<file path="src/rtl/nibble_mul_seq.sv">
// nibble_mul_seq: 8x8 unsigned multiply built from four passes through one shared 4x4 multiplier.
module nibble_mul_seq #(
    parameter int NIB_W = 4
) (
    input  logic               clk,
    input  logic               rst,
    input  logic               start,
    input  logic [2*NIB_W-1:0] a,
    input  logic [2*NIB_W-1:0] b,
    output logic [NIB_W-1:0]   mul_x,
    output logic [NIB_W-1:0]   mul_y,
    input  logic [2*NIB_W-1:0] mul_p,
    output logic               busy,
    output logic               done,
    output logic [4*NIB_W-1:0] product
);
    typedef enum logic [1:0] {IDLE, CALC, DONE} state_t;
    state_t state, state_n;
    logic [1:0] idx;
    logic [2*NIB_W-1:0] a_r, b_r;
    logic [4*NIB_W-1:0] acc, ext, term;
    assign busy = state == CALC;
    assign done = state == DONE;
    assign ext  = {{2*NIB_W{1'b0}}, mul_p};
    // idx bit 0 picks the high nibble of a, bit 1 the high nibble of b
    always_comb begin
        mul_x   = busy ? (idx[0] ? a_r[2*NIB_W-1:NIB_W] : a_r[NIB_W-1:0]) : '0;
        mul_y   = busy ? (idx[1] ? b_r[2*NIB_W-1:NIB_W] : b_r[NIB_W-1:0]) : '0;
        term    = idx == 2'd0 ? ext : idx == 2'd3 ? ext << (2*NIB_W) : ext << NIB_W;
        state_n = state == IDLE ? (start ? CALC : IDLE) :
                  state == CALC ? (idx == 2'd3 ? DONE : CALC) : IDLE;
    end
    // product is loaded on the edge into DONE so it is already valid while done is high
    always_ff @(posedge clk) begin
        if (rst) begin
            state   <= IDLE;
            idx     <= '0;
            a_r     <= '0;
            b_r     <= '0;
            acc     <= '0;
            product <= '0;
        end else begin
            state <= state_n;
            if (state == IDLE && start) begin
                a_r <= a;
                b_r <= b;
                acc <= '0;
                idx <= '0;
            end
            if (busy) begin
                acc <= acc + term;
                idx <= idx + 2'd1;
                if (idx == 2'd3)
                    product <= acc + term;
            end
        end
    end
endmodule

</file>
<file path="config.mk">
export PLATFORM = sky130hd
export DESIGN_NAME = nibble_mul_seq
export DESIGN_NICKNAME = d
export VERILOG_FILES = /design/src/rtl/nibble_mul_seq.sv
export SDC_FILE = /design/constraint.sdc
export NUM_CORES = 1
export LEC_CHECK = 0
export CORE_MARGIN = 8
export CORE_UTILIZATION = 47
export CTS_CLUSTER_SIZE = 14
export DETAILED_ROUTE_END_ITERATION = 10
export GPL_TIMING_DRIVEN = 1
export PLACE_DENSITY = 0.77
export SLEW_MARGIN = 25
export SYNTH_ARGS = -nofsm -noshare
export SYNTH_HDL_FRONTEND = slang
export SYNTH_SLANG_ARGS = --single-unit
</file>
<file path="constraint.sdc">
create_clock -name clk -period 3.5 [get_ports clk]
set_clock_uncertainty 0.15 [all_clocks]
set_input_delay 0.525 -clock clk [delete_from_list [all_inputs] [get_ports clk]]
set_output_delay 0.525 -clock clk [all_outputs]
set_load 0.03 [all_outputs]
</file>
==> reports/metrics.yaml <==
outcome:
  status: "finished, final reports clean"
setup_path:
  arrival_ns: 3.32
  cp_max_fo: 9
  cp-end-kind: "flop"
  required_ns: 3.57
  worst_path_most_repeated_cell: "ha_1"
  start_kind: "flop"
  worst-path-buf-inv: 1
  crit_chain: "inv_1, ha_1, nand2b_1, o21ai_0, ha_1, a21o_1, a31o_2, o211ai_1, o31ai_1, xnor2_1, a211oi_1"
  max_stage_delay_ns: 0.43
  slowest_stage: "o211ai_1"
  crit_family: "compound AO/OA/AOI/OAI gates"
  crit_type: "flop to flop"
yosys:
  yosys.area.top_type: "dfxtp_1"
  synth_top_area_share_pct: 36.80
  syn_nets: 397
  synth_ff_type: "dfxtp_1"
  ys_async_sr_fraction_pct: 0
  avgSynthCellArea_um2: 8.106
  synth_cell_types: 39
  synth_edf_count: 0
  synthTopCellsByArea: "dfxtp_1 (37%), nand2_1 (9.4%), ha_1 (8.8%)"
  syn_area_mm2: 0.002829
  yosysWarnings: 0
  seq_area_frac_synth_pct: 36.80
  synthCells: 349
  synth-seq-cells: 52
final_layout:
  antenna_cells: 0
  area_delta_synth_final_pct: 24.99
  drive_gt1_share_pct: 4.293
  layout_commonest_cell: "nand2_1"
  fin_cells: 471
  nets: 443
  nFillCells: 534
  final_cell_mix: "nand2_1 (71), dfxtp_1 (52), clkdlybuf4s50_1 (52)"
die:
  fp-row-count: 28
  start_util_pct: 48.07
  die_y_um: 93.58
  ios: 53
  fp.dieArea_mm2: 0.008757
  die_w_um: 93.58
  core-area_mm2: 0.005886
drt:
  drt-total-wl_mm: 7.105
  drtPass1Iterations: 5
  routed-via-count: 2592
  drc: 0
  wl_per_cell_um: 15.08
  antenna_left: 0
  first_iter_violations: 180
  via_per_inst: 5.503
place:
  io_buffer_count: 52
  gp_congestion: 0.9018
  placed_cells: 463
  dp_hpwl_mm: 5.323
clock_network:
  cts_max_level: 2
  clock-sinks: 52
  postCtsSetupBuffers: 0
  clk_pin_slew_ns: 0.09
  clockBufferDepth: 2
  clockRootBuffer: "clkbuf_8"
  numCtsBuffers: 5
  tritoncts: "built"
  cts_hold_buffers: 0
  cts_resized: 0
  clock_latency_ns: 0.31
sta:
  tightestPinTransition_ns: 0.7663
  period_needed_ns: 3.244
  max-slew-margin-rel_pct: 48.81
  setup_tns_ns: 0
  setup_violations: 0
  hold_viol_final: 0
  rsz0062_at_grt: "no"
  finalMaxSlewViolations: 0
  max_freq_mhz: 308.3
  period_share_pct: 92.68
global_routing:
  gr-total-overflow: 0
  grt_max_degree: 27
  grt_pass1_wl_mm: 11.90
  grt_pass1_vias: 2534
  gr-usage-all-layers_pct: 16.61
  antenna_found_initial: 0
job:
  cap_viol_max_count: 0
pwr:
  p_leak_nw: 1.447
  p_per_area_mw_per_mm2: 378.4
  ir_drop_uv: 180.6
worst_hold_path:
  hold_class: "flop to flop"
## power breakdown
group          switching [mW]  internal (mW)  total, mW
sequential             0.0136          0.614      0.627
clock                   0.196          0.252      0.448
combinational           0.149          0.113      0.262
## per-layer routing
metal / global-route usage (%) / wire length [um] / vias up
li1: - / - / 1301
met1: 21.52 / 3387 / 1187
met2: 26.44 / 3098 / 95
met3: 4.487 / 534 / 9
met4: 4.491 / 84 / 0
met5: 0 / 0 / -
## synth_stat cells, types with 2 or more instances
cell type / number
nand2_1: 71
dfxtp_1: 52
a21oi_1: 36
nor2_1: 30
ha_1: 20
clkbuf_1: 18
o21ai_0: 13
mux2i_1: 12
a21o_1: 10
and2_1: 10
a22oi_1: 9
nand2b_1: 8
xnor2_1: 8
xor2_1: 5
a211oi_1: 3
a22o_1: 3
a31oi_1: 3
inv_1: 3
nand3_1: 3
nor2b_1: 3
o21bai_1: 3
a31o_2: 2
a32o_1: 2
and3_1: 2
nand3b_1: 2
nand4_1: 2
o211ai_1: 2
o31ai_1: 2
or3_1: 2
## state kept, by name, summed over array words and instances, names as in the netlist
signal	count
b_r	8
product	16
acc	16
idx	2
a_r	8
state	2
## area by class of cell
cell class	count	area (um2)	area share, %
Inverter	3	11.26	0.3185
Tap cell	75	93.84	2.654
Clock buffer	7	96.34	2.725
Timing Repair Buffer	58	565.5	15.99
Sequential cell	52	1041	29.44
Multi-Input combinational cell	275	1698	48.02
Clock inverter	1	30.03	0.8493
## tightest hold or removal path, stage by stage (launching register included)
cell and delay, ns:
dfxtp_1 0.32, nand2_1 0.05, a21oi_1 0.05
## metrics by stage
stage | utilization (%) | hold WS [ns] | setup slack (ns) | total power [mW] | instance area (um2)
2_1_floorplan | - | 0.2815 | 0.2400 | 0.8142 | 2829
3_3_place_gp | 57.93 | 0.2893 | 0.2269 | 0.8958 | 3410
3_5_place_dp | 57.93 | 0.2959 | 0.1454 | 0.9003 | 3410
4_1_cts | 60.08 | 0.3089 | 0.2544 | 1.345 | 3536
5_1_grt | 60.08 | 0.3228 | 0.0008042 | 1.405 | 3536
6_report | 60.08 | 0.3074 | 0.2561 | 1.338 | 3536
## final timing paths
check	startpoint	endpoint	slack (ns)	cells after the start
worst min-delay path	product[9]	product[9]	0.31	2
worst min register to register	product[9]	product[9]	0.31	2
worst max register to register	idx[0]	product[15]	0.26	11
worst max-delay path	idx[0]	product[15]	0.26	11
## cell families (layout without fill, tap and decap cells)
family                   count (synthesis)  count (layout)  synth area share (%)
AND/OR/NAND/NOR                        136             136                 21.10
AO/OA/AOI/OAI                           93              93                 21.10
flip-flops                              52              52                 36.80
buffers and inverters                   22              69                 3.184
adder cells (fa/ha/maj)                 21              21                 9.553
XOR/XNOR                                13              13                 4.025
multiplexers                            12              12                 4.246
(Power assumes the default switching activity.)
